**config.mk**
```make
export PLATFORM = sky130hd
export DESIGN_NAME = alu_issue_buf
export DESIGN_NICKNAME = d
export VERILOG_FILES = /design/src/rtl/alu_defs.sv /design/src/rtl/issue_slot.sv /design/src/rtl/alu_issue_buf.sv
export SDC_FILE = /design/constraint.sdc
export NUM_CORES = 1
export LEC_CHECK = 0
export CORE_UTILIZATION = 55
export CTS_BUF_LIST = sky130_fd_sc_hd__clkbuf_2
export DETAILED_ROUTE_END_ITERATION = 12
export PLACE_DENSITY = 0.88
export SETUP_SLACK_MARGIN = 0.2
export SYNTH_ARGS = -nofsm -noshare
export SYNTH_HDL_FRONTEND = slang
export SYNTH_SLANG_ARGS = --single-unit
export TNS_END_PERCENT = 50
```
**constraint.sdc**
```tcl
create_clock -name clk -period 4.8 [get_ports clk]
set_clock_uncertainty 0.2 [all_clocks]
set_input_delay 0.96 -clock clk [delete_from_list [all_inputs] [get_ports clk]]
set_output_delay 0.96 -clock clk [all_outputs]
set_load 0.05 [all_outputs]
```
**src/rtl/alu_defs.sv**
```systemverilog
// Shared ALU definitions: op-codes, operand/op widths and the issue-buffer occupancy encoding.
package alu_defs;

    localparam int WIDTH    = 32;
    localparam int OPW      = 3;
    localparam int BUNDLE_W = 2 * WIDTH + OPW;

    localparam logic [OPW-1:0] ALU_AND = 3'd0;
    localparam logic [OPW-1:0] ALU_OR  = 3'd1;
    localparam logic [OPW-1:0] ALU_ADD = 3'd2;
    localparam logic [OPW-1:0] ALU_XOR = 3'd3;
    localparam logic [OPW-1:0] ALU_NOR = 3'd4;
    localparam logic [OPW-1:0] ALU_SRL = 3'd5;
    localparam logic [OPW-1:0] ALU_SUB = 3'd6;
    localparam logic [OPW-1:0] ALU_SLT = 3'd7;

    // The state value doubles as the occupancy count presented on the port.
    typedef enum logic [1:0] {
        OCC_EMPTY = 2'd0,
        OCC_ONE   = 2'd1,
        OCC_TWO   = 2'd2
    } occ_e;

endpackage

```
**src/rtl/issue_slot.sv**
```systemverilog
// One buffered {A, B, op} bundle plus its valid bit; clear drops only the valid bit.
module issue_slot #(
    parameter int WIDTH = 32,
    parameter int OPW   = 3
) (
    input  logic             clk,
    input  logic             rst,
    input  logic             load_i,
    input  logic             clr_i,
    input  logic [WIDTH-1:0] a_i,
    input  logic [WIDTH-1:0] b_i,
    input  logic [OPW-1:0]   op_i,
    output logic             valid_o,
    output logic [WIDTH-1:0] a_o,
    output logic [WIDTH-1:0] b_o,
    output logic [OPW-1:0]   op_o
);

    logic             valid_q;
    logic [WIDTH-1:0] a_q;
    logic [WIDTH-1:0] b_q;
    logic [OPW-1:0]   op_q;

    always_ff @(posedge clk) begin
        if (rst) begin
            valid_q <= 1'b0;
            a_q     <= '0;
            b_q     <= '0;
            op_q    <= '0;
        end else if (clr_i) begin
            valid_q <= 1'b0;
        end else if (load_i) begin
            valid_q <= 1'b1;
            a_q     <= a_i;
            b_q     <= b_i;
            op_q    <= op_i;
        end
    end

    assign valid_o = valid_q;
    assign a_o     = a_q;
    assign b_o     = b_q;
    assign op_o    = op_q;

endmodule

```
**src/rtl/alu_issue_buf.sv**
```systemverilog
// Two-entry skid buffer in front of the ALU; in_ready is registered so the
// execute-stage ready never reaches decode combinationally.
module alu_issue_buf #(
    parameter int WIDTH = alu_defs::WIDTH,
    parameter int OPW   = alu_defs::OPW
) (
    input  logic             clk,
    input  logic             rst,
    input  logic             flush,
    input  logic             in_valid,
    output logic             in_ready,
    input  logic [WIDTH-1:0] in_a,
    input  logic [WIDTH-1:0] in_b,
    input  logic [OPW-1:0]   in_op,
    output logic             out_valid,
    input  logic             out_ready,
    output logic [WIDTH-1:0] out_a,
    output logic [WIDTH-1:0] out_b,
    output logic [OPW-1:0]   out_op,
    output logic [1:0]       occupancy
);

    import alu_defs::*;

    occ_e st_q, st_d;
    logic in_ready_q;

    logic accept, consume;
    logic main_load, main_clr, main_from_skid;
    logic skid_load, skid_clr;

    logic             main_valid, skid_valid;
    logic [WIDTH-1:0] skid_a, skid_b;
    logic [OPW-1:0]   skid_op;
    logic [WIDTH-1:0] main_a_d, main_b_d;
    logic [OPW-1:0]   main_op_d;

    assign accept  = in_valid && in_ready_q;
    assign consume = out_valid && out_ready;

    always_comb begin
        st_d           = st_q;
        main_load      = 1'b0;
        main_clr       = 1'b0;
        main_from_skid = 1'b0;
        skid_load      = 1'b0;
        skid_clr       = 1'b0;
        case (st_q)
            OCC_EMPTY: begin
                if (accept) begin
                    main_load = 1'b1;
                    st_d      = OCC_ONE;
                end
            end
            OCC_ONE: begin
                if (accept && consume) begin
                    main_load = 1'b1;
                end else if (accept) begin
                    skid_load = 1'b1;
                    st_d      = OCC_TWO;
                end else if (consume) begin
                    main_clr = 1'b1;
                    st_d     = OCC_EMPTY;
                end
            end
            OCC_TWO: begin
                if (consume) begin
                    main_load      = 1'b1;
                    main_from_skid = skid_valid;
                    skid_clr       = 1'b1;
                    st_d           = OCC_ONE;
                end
            end
            default: st_d = OCC_EMPTY;
        endcase
        // Flush wins over any transfer; data registers keep their contents.
        if (flush) begin
            st_d      = OCC_EMPTY;
            main_load = 1'b0;
            skid_load = 1'b0;
            main_clr  = 1'b1;
            skid_clr  = 1'b1;
        end
    end

    always_ff @(posedge clk) begin
        if (rst) begin
            st_q       <= OCC_EMPTY;
            in_ready_q <= 1'b1;
        end else begin
            st_q       <= st_d;
            in_ready_q <= (st_d != OCC_TWO);
        end
    end

    assign main_a_d  = main_from_skid ? skid_a  : in_a;
    assign main_b_d  = main_from_skid ? skid_b  : in_b;
    assign main_op_d = main_from_skid ? skid_op : in_op;

    issue_slot #(.WIDTH(WIDTH), .OPW(OPW)) u_main (
        .clk     (clk),
        .rst     (rst),
        .load_i  (main_load),
        .clr_i   (main_clr),
        .a_i     (main_a_d),
        .b_i     (main_b_d),
        .op_i    (main_op_d),
        .valid_o (main_valid),
        .a_o     (out_a),
        .b_o     (out_b),
        .op_o    (out_op)
    );

    issue_slot #(.WIDTH(WIDTH), .OPW(OPW)) u_skid (
        .clk     (clk),
        .rst     (rst),
        .load_i  (skid_load),
        .clr_i   (skid_clr),
        .a_i     (in_a),
        .b_i     (in_b),
        .op_i    (in_op),
        .valid_o (skid_valid),
        .a_o     (skid_a),
        .b_o     (skid_b),
        .op_o    (skid_op)
    );

    assign in_ready  = in_ready_q;
    assign out_valid = main_valid;
    assign occupancy = st_q;

endmodule

```
-- Yosys cells after proc, flatten, opt, wreduce, memory -nomap -nowiden
Index checks and enable logic that the tools add are counted.
- output and inout port bits: 71
- bits in registers: 139
- equal/unequal tests: 3
- bitwise gates (word level): 2
- reductions and logical operators: 8
- mux-type cells: 26
- operator list (cell ; count):
    two-way mux 32 bit ; 2
    two-way mux 1 bit ; 15
    two-way mux 2 bit ; 6
    one-hot mux 2 bit (3 select lines) ; 1
    AND reduction 2 bit ; 2
    OR reduction 2 bit ; 2
    logical AND 1 bit ; 3
    two-way mux 3 bit ; 1
    one-hot mux 1 bit (3 select lines) ; 1
    == test 2 x 1 -> 1 bit, second input constant ; 1
    == test 2 bit, second input constant ; 1
    logical NOT 2 bit ; 1
    inequality test 2 bit, second input constant ; 1
    NOT 1 bit ; 2

-- Longest topological paths before layout
- word-level depth: 8
- mapped depth: 7
- mapped depth without buffers: 4

-- Modules after synthesis
Synthesis repeated with hierarchy kept, for this count alone.
- cells, all modules: 711
- area, all modules: 7204.4 um2
- modules (own cells, without submodules) (module ; times used ; area an instance (um2) ; cells each):
    issue_slot ; 2 ; 3045.4 ; 308
    alu_issue_buf ; 1 ; 1113.6 ; 95

-- Worst setup path before layout
No wires, ideal clock.
- path kind: input to register
- from: input out_ready
- to: register u_skid.a_q[0] (netlist: u_skid.a_o[0])
- cell stages on the path: 6
- path buffers: 2
- path slack: 2530 ps
- arrival: 2000 ps
- cells stage by stage: and2_1 nor4b_2 buf_2 buf_4 nand2_1 a21oi_1
- longest elaborated chain between the ends: 6
- ends and longest elaborated chain (element ; line ; RTL):
    from (decl) ; alu_issue_buf.sv:16 ; input logic out_ready,
    logical AND 1 bit * ; alu_issue_buf.sv:39 ; assign consume = out_valid && out_ready;
    logical AND 1 bit or two-way mux 1 bit (tied branches) ; alu_issue_buf.sv:56, alu_issue_buf.sv:67 ;
    two-way mux 1 bit (on tied branches) ; alu_issue_buf.sv:56, alu_issue_buf.sv:48 ;
    two-way mux 1 bit (on tied branches) ; alu_issue_buf.sv:48, alu_issue_buf.sv:77 ;
    two-way mux 1 bit or NOT 1 bit (tied branches) ; - ;
    AND reduction 2 bit (no source line) * ; - ;
    to (signal assigned) ; issue_slot.sv:34 ; a_q <= a_i;
    to (decl) ; issue_slot.sv:20 ; logic [WIDTH-1:0] a_q;
Every way passes the cells marked *; elsewhere a longest branch is shown, timed or not.
A chain may end at the register's enable or synchronous reset.

-- Final worst setup path
- from: register st_q[0] (netlist: occupancy[0])
- to: output occupancy[0]
- RTL lines (element ; line ; RTL):
    from (decl) ; alu_issue_buf.sv:25 ; occ_e st_q, st_d;
    from (signal assigned) ; alu_issue_buf.sv:91 ; st_q <= st_d;
    to (decl) ; alu_issue_buf.sv:20 ; output logic [1:0] occupancy
No word-level cell between the ends.

==> flow_summary.ini <==
[status]
status = complete, no violations

[finish]
antenna_cells = 0
stdcell_count = 888
final_nets = 812
drive_gt1_share_pct = 10.24
regArea_sq_um = 2783
mostFrequentLayoutCells = 141 x clkdlybuf4s50_1, 139 x dfxtp_1, 138 x nand2_1, 69 x a21oi_1, 69 x nor2_1
final_common_cell = clkdlybuf4s50_1
multi_input_area_sq_um = 2794
area_growth_pct = 29.02
final.fill_count = 726

[placed_design]
dp_cells = 857
port_buffers = 142
gp_congestion = 0.7681
dp_hpwl_um = 9519
place_ws_ns = 1.287

[synth]
yosys_warnings = 0
synth_edf_count = 0
synthCells = 629
synth_fp_nets = 701
netlist-cell-type-count = 30
ys_async_sr_fraction_pct = 0
syn_area_sq_um = 5877
syn_avg_cell_area_sq_um = 9.343
seq_area_frac_synth_pct = 47.35
synth_top_cells_by_area = dfxtp_1 47%, mux2i_1 12%, nand2_1 8.8%, a221oi_2 7.7%, a21oi_1 5.9%
yosys_register_bits = 139
synth.largest_area_cell = dfxtp_1
netlist.area_leader.share_pct = 47.35
synth_ff_type = dfxtp_1

[sta]
hold_viol_final = 0
slew_headroom_pct = 36.21
fin_crit_ns = 3.267
finalCritPeriodShare_pct = 68.06
drv_slew = 0
finalWorstSetupSlack_ns = 1.533
worstMarginPinSlew_ns = 0.9543
rsz0062_at_grt = false
tns_ns = 0
max_freq_mhz = 306.1
setup_viol = 0

[clock_tree]
cts_num_sinks = 139
cts_setup_buffers = 0
clk_pin_slew_ns = 0.20
cts_root_buf = clkbuf_2
tritoncts = built
ctsHoldBuffers = 0
htree_num_levels = 4
cts_resized = 0
clk_latency_ns = 0.69
cts_buffers = 17
clockBufferDepth = 2

[grt]
grt_max_degree = 87
grt_pass1_wl_um = 24520
antenna_found_initial = 0
grt_pass1_vias = 4981
grt.total_usage_pct = 27.76
overflow = 0

[worst_setup_path]
cpMaxStageDelayCell = clkdlybuf4s50_1
cp_top_family = buffers and inverters
cp-end-kind = output port
cp-start-kind = register
critPathLaunch = occupancy[0]
cp_max_fo = 9
worst-path-buf-inv = 1
r2r-start = occupancy[0]
critPathArrivalTime_ns = 2.11
required_ns = 3.64
max_stage_delay_ns = 0.87
critical_path.cell_chain = clkdlybuf4s50_1
crit_type = reg2out

[routing]
finalWirelength_um = 15370
via_per_inst = 5.821
drt_drc_violations_left = 0
wl_per_cell_um = 17.31
ant_nets = 0
drtIter0Drc = 363
vias = 5169
drt_first_pass_iters = 5

[floorplanning]
fp.dieW_um = 105.4
die-area_sq_um = 11100
start_util_pct = 56.93
core-area_sq_um = 10320
die_y_um = 105.4
fp-row-count = 37
io_pins = 143

[hold_path]
hold_path_startpoint = u_skid.a_o[21]
hold_class = reg2reg

[run]
max_cap_violations = 0

[pwr]
internal_power_uw = 1845
p_leak_uw = 0.003025
pwr-share-comb_pct = 18.8
clkPwrFrac_pct = 33.6
switching_share_pct = 29.43
p_total_uw = 2615
power_switching_uw = 769.5
peakVddDrop_mv = 0.1989
pwr_density_cell_nw_per_um2 = 344.8
power.share.sequential_pct = 47.5
-- registers in the layout, summed over array words and instances (netlist names) --
| signal | count |
|---|---|
| occupancy | 2 |
| u_main.a_o | 32 |
| u_skid.a_o | 32 |
| u_main.b_o | 32 |
| u_skid.b_o | 32 |
| u_skid.op_o | 3 |
| in_ready | 1 |
| u_skid.valid_o | 1 |
| u_main.valid_o | 1 |
| u_main.op_o | 3 |
-- power by group through the flow --
stage / sequential [uW] / clock, uW / combinational (uW)
after floorplan: 1410 / 0 / 150
after global placement: 1260 / 0 / 479
after detailed placement: 1260 / 0 / 490
after CTS: 1240 / 889 / 493
after global routing: 1250 / 943 / 517
final: 1240 / 879 / 493
-- metrics by stage --
stage	instance area, sq um	hold WS [ns]	utilization, %
after floorplan	5877	0.2357	-
after CTS	7582	0.2684	73.45
after global routing	7582	0.2869	73.45
final	7582	0.2684	73.45
after global placement	7254	0.2403	70.27
after detailed placement	7254	0.2468	70.27
-- worst min-delay path, delay by kind of cell (launching register included) --
kind	cells	cell delay, ns
flip-flops	1	0.35
AND/OR/NAND/NOR	1	0.05
AO/OA/AOI/OAI	1	0.05
-- cell usage after synthesis, drive strengths merged, types with 2 or more instances --
cell / n
a21oi: 69
a221oi: 67
buf: 33
clkbuf: 25
dfxtp: 139
mux2i: 68
nand2: 139
nand3: 2
nand4b: 2
nor2: 70
nor3: 2
-- path summary, 6_finish.rpt --
| kind | to | slack (ns) | cells past startpoint |
|---|---|---|---|
| max | occupancy[0] | 1.53 | 1 |
| min | u_skid.a_o[21] | 0.27 | 2 |
| max reg2reg | u_main.a_o[2] | 2.15 | 5 |
| min reg2reg | u_skid.a_o[21] | 0.27 | 2 |
-- area by class of cell --
class / count / share of cell area, %
Multi-Input combinational cell: 431 / 36.85
Sequential cell: 139 / 36.70
Inverter: 1 / 0.04950
Clock inverter: 14 / 3.201
Clock buffer: 17 / 1.122
Timing Repair Buffer: 150 / 19.83
Tap cell: 136 / 2.244
-- logic make-up after synthesis --
| logic type | Yosys count | synth area share, % |
|---|---|---|
| compound gates | 141 | 19.82 |
| buf+inv | 59 | 5.706 |
| flops | 139 | 47.35 |
| mux | 68 | 11.58 |
| simple gates | 222 | 15.54 |
-- per-layer routing --
metal,up-vias,share of wire (%),track usage (%)
li1,2441,-,-
met1,2495,42,34.89
met2,204,49,46.85
met3,29,7.0,7.112
met4,0,1.6,8.048
met5,-,0,0
Note: power is estimated with default switching activity, not from simulation.
